==> src/rtl/df_sync_pkg.sv <==
// Shared constants and helpers for the dataflow start/done sequencer.
package df_sync_pkg;

  localparam int DEF_NUM_PROC     = 3;
  localparam int DEF_MAX_INFLIGHT = 2;
  localparam int DEF_WDOG_CYCLES  = 1024;

  // Width of a counter that must hold values 0..max_val inclusive.
  function automatic int cnt_width(input int max_val);
    return (max_val < 1) ? 1 : $clog2(max_val + 1);
  endfunction

endpackage

==> src/rtl/df_proc_track.sv <==
// Per-process tracker: ready-seen bit, outstanding-done counter and protocol error term.
module df_proc_track
  import df_sync_pkg::*;
#(
  parameter int MAX_INFLIGHT = DEF_MAX_INFLIGHT
) (
  input  logic clock,
  input  logic reset,
  input  logic start_en,
  input  logic clear,
  input  logic retire,
  input  logic inflight_zero,
  input  logic proc_ready,
  input  logic proc_done,
  output logic proc_start,
  output logic acc,
  output logic ready_seen,
  output logic pending_next,
  output logic err_term
);

  localparam int CW = cnt_width(MAX_INFLIGHT);
  localparam logic [CW-1:0] MAX_CNT = CW'(MAX_INFLIGHT);

  logic [CW-1:0] done_cnt;
  logic [CW-1:0] cnt_next;
  logic          overflow;
  logic          stray;
  logic          inc;
  logic          dec;

  assign proc_start = start_en & ~ready_seen;
  assign acc        = proc_start & proc_ready;

  // A done is legitimate only once this process has taken an iteration.
  assign overflow = proc_done & (done_cnt == MAX_CNT);
  assign stray    = proc_done & inflight_zero & ~ready_seen & ~acc;
  assign err_term = overflow | stray;
  assign inc      = proc_done & ~err_term;
  assign dec      = retire & (done_cnt != '0);

  // NOTE: cnt_next gets its default first so no path through the block leaves it unassigned (no latch).
  always_comb begin
    cnt_next = done_cnt;
    if (inc && !dec)      cnt_next = done_cnt + 1'b1;
    else if (dec && !inc) cnt_next = done_cnt - 1'b1;
  end

  assign pending_next = (cnt_next != '0);

  // NOTE: state registers use non-blocking assignments and clear asynchronously on reset low.
  always_ff @(posedge clock or negedge reset) begin
    if (!reset) begin
      ready_seen <= 1'b0;
      done_cnt   <= '0;
    end else begin
      if (clear)    ready_seen <= 1'b0;
      else if (acc) ready_seen <= 1'b1;
      done_cnt <= cnt_next;
    end
  end

endmodule

==> src/rtl/dataflow_start_sync.sv <==
// Start/done sequencer for a task-level dataflow region of NUM_PROC processes.
// Optional stall watchdog enabled by defining DF_STALL_WDOG_EN.
module dataflow_start_sync
  import df_sync_pkg::*;
#(
  parameter int NUM_PROC     = DEF_NUM_PROC,
  parameter int MAX_INFLIGHT = DEF_MAX_INFLIGHT,
  parameter int WDOG_CYCLES  = DEF_WDOG_CYCLES
) (
  input  logic                clock,
  input  logic                reset,
  input  logic                ap_start,
  output logic                ap_ready,
  output logic                ap_done,
  input  logic                ap_continue,
  output logic                ap_idle,
  output logic [NUM_PROC-1:0] proc_start,
  input  logic [NUM_PROC-1:0] proc_ready,
  input  logic [NUM_PROC-1:0] proc_done,
  input  logic [NUM_PROC-1:0] proc_idle,
  output logic [NUM_PROC-1:0] ready_seen,
  output logic                err,
  output logic                stall
);

  localparam int CW = cnt_width(MAX_INFLIGHT);
  localparam logic [CW-1:0] MAX_CNT = CW'(MAX_INFLIGHT);

  logic [CW-1:0]       inflight;
  logic [NUM_PROC-1:0] acc;
  logic [NUM_PROC-1:0] pending_next;
  logic [NUM_PROC-1:0] err_term;
  logic                start_en;
  logic                retire;
  logic                inflight_zero;

  assign inflight_zero = (inflight == '0);
  assign start_en      = ap_start & (inflight < MAX_CNT);
  assign ap_ready      = start_en & (&(ready_seen | acc));
  assign retire        = ap_done & ap_continue;
  assign ap_idle       = inflight_zero & ~(|ready_seen) & (&proc_idle);

  for (genvar i = 0; i < NUM_PROC; i++) begin : g_proc
    df_proc_track #(
      .MAX_INFLIGHT(MAX_INFLIGHT)
    ) u_track (
      .clock        (clock),
      .reset        (reset),
      .start_en     (start_en),
      .clear        (ap_ready),
      .retire       (retire),
      .inflight_zero(inflight_zero),
      .proc_ready   (proc_ready[i]),
      .proc_done    (proc_done[i]),
      .proc_start   (proc_start[i]),
      .acc          (acc[i]),
      .ready_seen   (ready_seen[i]),
      .pending_next (pending_next[i]),
      .err_term     (err_term[i])
    );
  end

  // ap_done tracks the post-update counters, so queued completions keep it high across a retire.
  always_ff @(posedge clock or negedge reset) begin
    if (!reset) begin
      inflight <= '0;
      ap_done  <= 1'b0;
      err      <= 1'b0;
    end else begin
      if (ap_ready && !retire)                       inflight <= inflight + 1'b1;
      else if (retire && !ap_ready && !inflight_zero) inflight <= inflight - 1'b1;
      ap_done <= &pending_next;
      err     <= err | (|err_term);
    end
  end

`ifdef DF_STALL_WDOG_EN
  localparam int WW = $clog2(WDOG_CYCLES) + 1;
  localparam logic [WW-1:0] WDOG_LIMIT = WW'(WDOG_CYCLES);

  logic [WW-1:0] wdog_cnt;
  logic          wdog_event;
  logic          wdog_active;

  assign wdog_event  = (|acc) | (|proc_done) | retire;
  assign wdog_active = ~inflight_zero | ap_start;

  always_ff @(posedge clock or negedge reset) begin
    if (!reset) begin
      wdog_cnt <= '0;
      stall    <= 1'b0;
    end else begin
      if (wdog_event)                                   wdog_cnt <= '0;
      else if (wdog_active && wdog_cnt != WDOG_LIMIT)   wdog_cnt <= wdog_cnt + 1'b1;
      if (!wdog_event && wdog_active && wdog_cnt == WDOG_LIMIT - 1'b1) stall <= 1'b1;
    end
  end
`else
  logic unused_wdog;
  assign unused_wdog = ^WDOG_CYCLES;
  assign stall       = 1'b0;
`endif

endmodule

==> config.mk <==
export PLATFORM = sky130hd
export DESIGN_NAME = dataflow_start_sync
export DESIGN_NICKNAME = d
export VERILOG_FILES = /design/src/rtl/df_sync_pkg.sv /design/src/rtl/df_proc_track.sv /design/src/rtl/dataflow_start_sync.sv
export SDC_FILE = /design/constraint.sdc
export NUM_CORES = 1
export LEC_CHECK = 0
export CAP_MARGIN = 5
export CORE_MARGIN = 5
export CORE_UTILIZATION = 35
export DETAILED_ROUTE_END_ITERATION = 7
export SYNTH_ARGS = -nofsm -noshare
export SYNTH_HDL_FRONTEND = slang
export SYNTH_HIERARCHICAL = 1
export SYNTH_SLANG_ARGS = --single-unit
==> constraint.sdc <==
create_clock -name clock -period 2.3 [get_ports clock]
set_input_delay 0.345 -clock clock [delete_from_list [all_inputs] [get_ports clock]]
set_output_delay 0.345 -clock clock [all_outputs]
set_load 0.01 [all_outputs]
==> results of run 1 <==
==> layout by cell type (no fill, tap or decap), types with 5 or more instances in the layout <==
| cell type | instances |
|---|---|
| clkdlybuf4s50_1 | 19 |
| inv_1 | 8 |
| mux2i_1 | 6 |
| nor2b_1 | 6 |
| xnor2_1 | 6 |
| a21oi_4 | 6 |
| nor2_1 | 5 |
| buf_4 | 18 |
| ha_1 | 6 |
| dfrtp_1 | 13 |
==> worst max-delay path: cells and delay by family, from the launching register on <==
family                 cells  cell delay [ns]
and+or+nand+nor            4             0.76
DFF                        1             0.38
buffers and inverters      3             0.27
AOI/OAI and AO/OA          1             0.10
==> per-stage QoR <==
step	worst slack [ns]	setup TNS (ns)	hold WS (ns)	power, mW	util, %
global placement	-0.392	-0.392	0.474	1.71	48.7
floorplan	0.142	0	0.0494	1.29	-
global route	0.0358	0	0.478	2.09	50.1
detailed placement	-0.462	-0.462	0.463	1.76	48.7
finish	0.140	0	0.427	1.91	50.1
CTS	0.00148	0	0.441	1.95	50.1
==> worst paths after layout <==
| path | startpoint | to | depth (start not counted) |
|---|---|---|---|
| worst min-delay path | reset | g_proc[0].u_track/done_cnt[0]$_DFF_PN0_ | 1 |
| worst min register to register | err$_DFF_PN0_ | err$_DFF_PN0_ | 1 |
| max in group asynchronous | reset | g_proc[1].u_track/done_cnt[0]$_DFF_PN0_ | 1 |
| worst max register to register | ap_done$_DFF_PN0_ | ap_done$_DFF_PN0_ | 7 |
| worst max-delay path | inflight[1]$_DFFE_PN0P_ | ap_ready | 8 |
| min in group clock | err$_DFF_PN0_ | err$_DFF_PN0_ | 1 |
==> layer usage <==
| layer | wire [um] | GRT usage (%) | vias to the layer above |
|---|---|---|---|
| li1 | - | - | 451 |
| met1 | 1040 | 14.0 | 403 |
| met2 | 1150 | 20.9 | 24 |
| met3 | 130 | 2.39 | 3 |
| met4 | 52 | 6.99 | 0 |
| met5 | 0 | 0 | - |
==> power by group <==
group | total [mW] | switching [mW] | internal (mW)
Clock | 0.153 | 0.0849 | 0.0677
Combinational | 1.33 | 0.631 | 0.697
Sequential | 0.434 | 0.0886 | 0.345
Total | 1.91 | 0.805 | 1.11
==> repair_timing <==
item	4_1_cts	5_1_grt
gates resized for setup	10	3
cloned	0	0
setup endpoints to repair	1	2
hold endpoints to repair	0	0
buffers inserted	0	0
==> registers in the layout, summed over array words and instances, names as in the netlist <==
signal and cells:
g_proc.u_track/done_cnt 6, g_proc.u_track/ready_seen 3, inflight 2, ap_done 1, err 1
==> layout make-up <==
| type | count | share of cell area, % |
|---|---|---|
| repair buffers | 40 | 23.6 |
| multi-input cells | 81 | 47.7 |
| inverters | 9 | 2.43 |
| well taps | 33 | 2.77 |
| flip-flops and latches | 13 | 21.8 |
| clock buffers | 4 | 1.76 |
==> cell families after synthesis <==
| kind of cell | count (synthesis) |
|---|---|
| AO/OA/AOI/OAI | 18 |
| XOR/XNOR | 6 |
| adder cells (fa/ha/maj) | 6 |
| buffers and inverters | 11 |
| flip-flops | 13 |
| multiplexers | 12 |
| other | 1 |
| AND/OR/NAND/NOR | 38 |
==> results.md, run 1 <==
* Routed Antenna Nets at 0
* Synth cell types at 32
* Lkg Pwr at 0.668 nW
* Multiplexer area fraction after synthesis at 13.0%
* Layout Cells excl Fill at 180
* Adder-cell share of the synthesized area at 7.05%
* Initial core utilization at 35.8%
* FF+latch area at 325 um^2
* Main synth FF type: dfrtp_1
* Die span in x at 65.2 um
* Worst Clk Skew at 0.00195 ns
* Slew headroom at 59.1%
* Seq/Total Area, Yosys at 30.6%
* Final setup viols at 0
* Gpl congestion at 0.768
* Critical path class: reg2out
* RSZ-0062 raised after global routing: no
* Count leader, synth: dfrtp_1
* Overflow after GRT at 0
* Chip height at 65.2 um
* Simple-gate area share of the yosys netlist at 22.2%
* Cell accounting for the most synthesized area: dfrtp_1
* TritonCTS clock tree: built
* Crit path required time at 1.96 ns
* CORE AREA at 2980 um^2
* DRT Pass-1 Iters at 3
* #FFs+latches synth at 13
* Top cells by count, synth: 13 x dfrtp_1, 9 x inv_1, 9 x nor2b_1
* Fmax at 463 MHz
* XOR/XNOR share of the synthesized area at 4.94%
* Multi-input gate area at 711 um^2
* Mapped Nets at 124
* Number of global-route vias before repair at 916
* HPWL after detailed placement at 1950 um
* Post-CTS Hold Buffers at 0
* Number of port buffers at 22
* Tmin final at 2.16 ns
* Largest family of logic cells by synthesized area: simple AND/OR/NAND/NOR gates
* Clock Path Buffers at 2
* Syn. warnings at 6
* Worst R2R Setup Slack at 0.49 ns
* Mapped Cells at 105
* Rows at 20
* Nature of the critical path endpoint: primary output
* Result of the run: finished, final reports clean
* Clock Pin Slew Worst Setup and Hold Paths at 0.08 ns
* Clk_lat worst skew at 0.29 ns
* Crit path max fanout at 5
* DR iter-0 viols at 30
* H-tree depth at 1
* Die area at 4250 um^2
* Routed length per instance at 13.2 um
* Cell Chain, Critical Path: nand2b_4 -> inv_4 -> nor2b_4 -> and2_2 -> o22ai_1 -> or3_4 -> inv_1 -> buf_2
* Post-route cell area at 1490 um^2
* VDD IR max at 0.000441 V
* Via count at 881
* PwrDens at 1280 nW/um^2
* Placed cell area at 1450 um^2
* Final nets at 167
* Crit path arrival time at 1.81 ns
* Syn-to-layout area delta at 40.1%
* Slowest-stage cell, CP: dfrtp_1
* Clock sink count at 13
* Fill cell count at 280
* Cell total after placement at 176
* Slew Limit Fails at 0
* Worst-Margin Slew at 0.611 ns
* CTS buffer count at 3
* GRT Util Overall at 12.2%
* Synthesized area at 1060 um^2
* Top cell type's share of synthesized area at 30.6%
* Ant. Diodes at 0
* Min-Delay Path Class: in2async
* First-pass GRT wire length at 3940 um
* Final Hold Viols at 0
* Drt via density at 4.89
* Synth Area in Compound Gates at 17.5%
* Antenna violations before repair at 0
* Mean Syn Cell Area at 10.1 um^2
* Top area cells in the synthesized netlist: dfrtp_1 31%, a21oi_4 9.2%, ha_1 7.1%, mux2i_1 5.6%, nor2b_1 5.3%
* Post-Route WL at 2370 um
* Top Ports at 24
* Largest net degree at the start of global routing at 14
* Max_cap viols at 0
* Async set or reset register ratio after synthesis at 100%
* CP Launch Type: flip-flop
* Final worst-path cycle share at 93.9%
* Residual DRC count at 0
* Clk root buf: clkbuf_4
* Number of synthesized flops with an enable pin at 0
* Layout cells sized above 1 at 27.9%
* Worst path max stage delay at 0.38 ns
Power figures use the tool's default switching activity.
==> inputs of run 2 (changes only) <==
- MAX_ROUTING_LAYER: unset -> met4
- TNS_END_PERCENT: unset -> 30
- clock period: 2.3 -> 1.8 ns (I/O delays scaled with it)
==> results.md, run 2 (synthesis gave the netlist of run 1 again) <==
* Result of the run: finished with violations
* Failing checks: setup timing
* Die area at 4250 um^2 (unchanged)
* DP Worst Slack at -0.746 ns (-0.284 ns)
* TritonCTS clock tree: built
* Min-Delay Path Class: in2async
* Chip height at 65.2 um (unchanged)
* Largest net degree at the start of global routing at 8 (-6)
* Drt via density at 5.01 (+2.4%)
* Final nets at 182 (+9.0%)
* First-pass GRT wire length at 4330 um (+10%)
* RSZ-0062 raised after global routing: yes
* Worst R2R Setup Slack at -0.14 ns (-0.63 ns)
* Largest reg by FF count: g_proc.u_track/done_cnt
* Number of global-route vias before repair at 966 (+5.5%)
* Crit path required time at 1.53 ns (-0.43 ns)
* GRT Util Overall at 13.2% (+0.99 points)
* Ant. Diodes at 0 (unchanged)
* Final worst slack at -0.259 ns (-0.399 ns)
* Critical path class: reg2out
* CP Launch Type: flip-flop
* Metal1 wirelength at 1110 um (+7.0%)
* Clk root buf: clkbuf_4
* Overflow after GRT at 0 (unchanged)
* CTS buffer count at 3 (unchanged)
* CORE AREA at 2980 um^2 (unchanged)
* Top Ports at 24 (unchanged)
* Hold Slack at 0.259 ns (-0.168 ns)
* DRT Pass-1 Iters at 4 (+1)
* H-tree depth at 1 (unchanged)
* Lkg Pwr at 0.740 nW (+11%)
* Fmax at 486 MHz
* Worst r2r path cells at 9 (+2)
* Crit path arrival time at 1.79 ns (-0.02 ns)
* Critical Path Start: inflight[1]$_DFFE_PN0P_
* Highest routed layer: met3
* Clk_lat worst skew at 0.27 ns (-0.02 ns)
* Max_cap viols at 0 (unchanged)
* Die span in x at 65.2 um (unchanged)
* Wire length on met3 at 153 um (+18%)
* Final worst-path cycle share at 114%
* Syn-to-layout area delta at 54.5%
* DR iter-0 viols at 62 (+110%)
* Most frequent cells in the layout: 33 x buf_4, 16 x clkdlybuf4s50_1, 13 x dfrtp_1
* RR Endpoint: inflight[0]$_DFFE_PN0P_
* Worst Clk Skew at 0.00137 ns (-0.000579 ns)
* PwrDens at 1660 nW/um^2 (+29%)
* PnR Total Power at 2.73 mW (+43%)
* Antenna violations before repair at 0 (unchanged)
* Commonest non-fill, non-tap cell in the layout: buf_4
* Met2 Wirelength at 1380 um (+20%)
* Rows at 20 (unchanged)
* Layout Cells excl Fill at 195 (+8.3%)
* Post-Route WL at 2640 um (+11%)
* Number of port buffers at 22 (unchanged)
* HPWL after detailed placement at 2160 um (+11%)
* Max reg flops at 6 (unchanged)
* Layout cells sized above 1 at 39.5% (+12 points)
* Routed Antenna Nets at 0 (unchanged)
* Tmin final at 2.06 ns
* Gpl congestion at 0.793 (+3.2%)
* Nature of the critical path endpoint: primary output
* Slew Limit Fails at 0 (unchanged)
* Worst setup path endpoint: ap_ready
* Via count at 977 (+11%)
* Final setup viols at 3 (+3)
* Crit path max fanout at 5 (unchanged)
* Clock Path Buffers at 2 (unchanged)
* Clock sink count at 13 (unchanged)
* Clock Pin Slew Worst Setup and Hold Paths at 0.08 ns (about the same)
* VDD IR max at 0.000659 V (+50%)
* Initial core utilization at 35.8% (unchanged)
* Top flop regs: g_proc.u_track/done_cnt x6, g_proc.u_track/ready_seen x3, inflight x2
* Routed length per instance at 13.5 um (+2.9%)
* Final Hold Viols at 0 (unchanged)
* Cell total after placement at 187 (+6.3%)
* Critical R2R Launch: inflight[1]$_DFFE_PN0P_
* Residual DRC count at 0 (unchanged)
==> run 2: through the flow <==
step                      area [um^2]  setup TNS, ns  utilization, %
final                            1650         -0.525            55.3
after global placement           1560          -3.51            52.4
after detailed placement         1560          -4.20            52.4
after floorplan                  1090         -0.167               -
after CTS                        1620         -0.623            54.5
after global routing             1650          -1.03            55.3
==> run 2: worst max-delay path: stages (launching register included) <==
cell and delay, ns:
dfrtp_1 0.39, nand2b_4 0.16, clkinvlp_4 0.10, nor2b_4 0.15, and2_4 0.15, o22ai_4 0.06, or3_4 0.35, inv_4 0.06
buf_6 0.09
==> run 2: routing by layer <==
metal  vias to the layer above  track usage (%)
met5                         -                -
met4                         0             2.33
met3                         0             2.74
met2                        25             24.3
met1                       468             14.8
li1                        484                -
==> run 2: how the worst min path moves through the flow <==
stage | to | startpoint | slack [ns] | cells past startpoint
after floorplan | ap_done$_DFF_PN0_ | reset | -0.03 | 0
after global placement | err$_DFF_PN0_ | err$_DFF_PN0_ | 0.47 | 1
after detailed placement | err$_DFF_PN0_ | err$_DFF_PN0_ | 0.46 | 1
after CTS | g_proc[1].u_track/done_cnt[0]$_DFF_PN0_ | reset | 0.27 | 1
after global routing | g_proc[2].u_track/done_cnt[1]$_DFF_PN0_ | reset | 0.27 | 1
final | g_proc[1].u_track/done_cnt[0]$_DFF_PN0_ | reset | 0.26 | 1
==> run 2: power by group <==
| group | internal, mW | switching, mW | total [mW] |
|---|---|---|---|
| Combinational | 1.09 | 0.905 | 1.99 |
| Clock | 0.0857 | 0.0954 | 0.181 |
| Sequential | 0.441 | 0.115 | 0.556 |
| Total | 1.61 | 1.12 | 2.73 |
==> run 2: repair_timing <==
item | in CTS | in global routing
setup endpoints to repair | 7 | 11
gates resized for setup | 18 | 6
buffers inserted | 3 | 1
pin swaps | 3 | 2
hold buffers | 0 | 0
==> run 2: area by class of cell <==
class / count / area (um^2)
repair buffers: 55 / 468
clock buffers: 4 / 26.3
flip-flops and latches: 13 / 325
inverters: 9 / 40.0
multi-input cells: 81 / 744
fillers: 260 / 1330
well taps: 33 / 41.3
==> RTL change: new RTL, flow settings as in run 2 <==
Put one more register stage on the output `err`, cleared by the reset. The value now appears one clock later. The other outputs are not delayed to match.
--- a/src/rtl/dataflow_start_sync.sv
+++ b/src/rtl/dataflow_start_sync.sv
@@ -25,6 +25,8 @@
 
   localparam int CW = cnt_width(MAX_INFLIGHT);
   localparam logic [CW-1:0] MAX_CNT = CW'(MAX_INFLIGHT);
+
+  logic err_s0;
 
   logic [CW-1:0]       inflight;
   logic [NUM_PROC-1:0] acc;
@@ -65,12 +67,12 @@
     if (!reset) begin
       inflight <= '0;
       ap_done  <= 1'b0;
-      err      <= 1'b0;
+      err_s0   <= 1'b0;
     end else begin
       if (ap_ready && !retire)                       inflight <= inflight + 1'b1;
       else if (retire && !ap_ready && !inflight_zero) inflight <= inflight - 1'b1;
       ap_done <= &pending_next;
-      err     <= err | (|err_term);
+      err_s0  <= err_s0 | (|err_term);
     end
   end
 
@@ -101,5 +103,13 @@
   assign stall       = 1'b0;
 `endif
 
+  always_ff @(posedge clock or negedge reset) begin
+    if (!reset) begin
+      err <= '0;
+    end else begin
+      err <= err_s0;
+    end
+  end
+
 endmodule
 
Function: changed (Yosys sat finds a counterexample within 4 cycles, from zero or initial values and one cycle with reset low).
==> RTL change against run 2 <==
  * The flow still finishes with violations (setup timing)
  * Final area up 2.7%
  * Maximum frequency up 1.4%
  * Synthesized area up 2.4%
  * Synthesized cell count up 0.95%
  * Routed wire length about the same
  * Global-route usage up 0.48 points
  * Power up 1.3%
  * Sequential cell count up 1
  * Worst setup slack better by 0.028 ns
==> RTL change: results (changes against run 2) <==
status - complete, but fails checks (unchanged)
failing checks - setup timing (unchanged)
Setup-failing EPs final - 3 (unchanged)
CP max stage cell - dfrtp_1 (unchanged)
Final Routed Wirelength - 2640 um (about the same)
vias in the first global route - 1,027 (was 966)
Synth Area in Adders - 6.89% (was 7.05%)
CP arrival - 1.76 ns (was 1.79 ns)
WL met2 - 1320 um (was 1380 um)
DP HPWL - 2080 um (was 2160 um)
core area - 0.00303 mm^2 (was 0.00298 mm^2)
H-tree depth - 1 (unchanged)
Lkg Pwr - 0.756 nW (was 0.740 nW)
post-synthesis compound-gate area fraction - 17.1% (was 17.5%)
xor/xnor share of the synthesized area - 4.82% (was 4.94%)
top cells by count, synth - dfrtp_1 (14), inv_1 (9), nor2b_1 (9) (was dfrtp_1 (13), inv_1 (9), nor2b_1 (9))
FF-to-FF End - inflight[1] (was inflight[0])
clk_skew - 0.00603 ns (was 0.00137 ns)
setup ws final - -0.231 ns (was -0.259 ns)
dpl ws - -0.712 ns (was -0.746 ns)
R2R setup slack - -0.08 ns (was -0.14 ns)
Yosys cell types - 32 (unchanged)
CTS buffer count - 3 (unchanged)
crit path capture - ap_ready (unchanged)
met1 wire length - 1110 um (about the same)
net switching share of the total power - 40.4% (was 40.9%)
worst vdd ir - 759 uV (was 659 uV)
Comb pwr share - 72.7% (was 73.0%)
router iterations before antenna repair - 4 (unchanged)
synth top area cells - dfrtp_1 (32%), a21oi_4 (9.0%), ha_1 (6.9%) (was dfrtp_1 (31%), a21oi_4 (9.2%), ha_1 (7.1%))
mux contribution to synthesized area - 12.7% (was 13.0%)
DR top layer - met4 (was met3)
Clk pin slew, worst setup/hold paths - 0.09 ns
grt met3 use - 2.38% (was 2.74%)
fill cell count - 266 (was 260)
biggest regs - g_proc.u_track/done_cnt x6, g_proc.u_track/ready_seen x3, inflight x2 (unchanged)
largest net degree at the start of global routing - 15 (was 8)
Power Clock - 0.179 mW
starting DRC count in detailed routing - 24 (was 62)
via-per-instance ratio - 4.74 (was 5.01)
Tot GR Track Use - 13.6% (was 13.2%)
global-route wire length before repair - 4440 um (was 4330 um)
met1 Usage GRT - 14.5% (was 14.8%)
CP max FO - 4 (was 5)
pwr/cell area - 1640 mW/mm^2 (was 1660 mW/mm^2)
GPL Wtd Cong - 0.768 (was 0.793)
worst r2r src - inflight[1] (unchanged)
met2 GRT Util - 24.9% (was 24.3%)
sequential fraction of the synthesis area - 32.1% (was 30.6%)
asr flop ratio synth - 100% (unchanged)
wire length on met3 - 148 um (was 153 um)
Syn Nets - 125 (was 124)
Post-layout nets - 183 (was 182)
proportion of layout cells with a drive suffix above 1 - 39.5% (unchanged)
## RTL change: final cells by class
class                   count  share of cell area (%)
well taps                  44                    3.26
clock buffers               3                    1.33
flip-flops and latches     14                    20.7
repair buffers             55                    27.9
multi-input cells          81                    44.4
inverters                   9                    2.37
## RTL change: worst max-delay path, delay by kind of cell (launching register included)
family | cells | cell delay [ns]
and+or+nand+nor | 5 | 0.85
DFF | 1 | 0.39
buffers and inverters | 3 | 0.24
## RTL change: through the flow
stage | util, % | hold slack [ns] | std cells | area, um^2 | setup TNS (ns)
floorplan | - | -0.0256 | 106 | 1120 | -0.167
global placement | 52.3 | 0.364 | 197 | 1580 | -3.55
detailed placement | 52.3 | 0.361 | 197 | 1580 | -4.03
CTS | 54.4 | 0.290 | 203 | 1650 | -0.393
global route | 55.8 | 0.303 | 206 | 1690 | -0.935
finish | 55.8 | 0.289 | 206 | 1690 | -0.312
## RTL change: what timing repair did
action	in CTS	in global routing
gates resized for setup	17	5
setup buffers	3	3
pin swaps	4	3
endpoints found under the setup margin	7	7
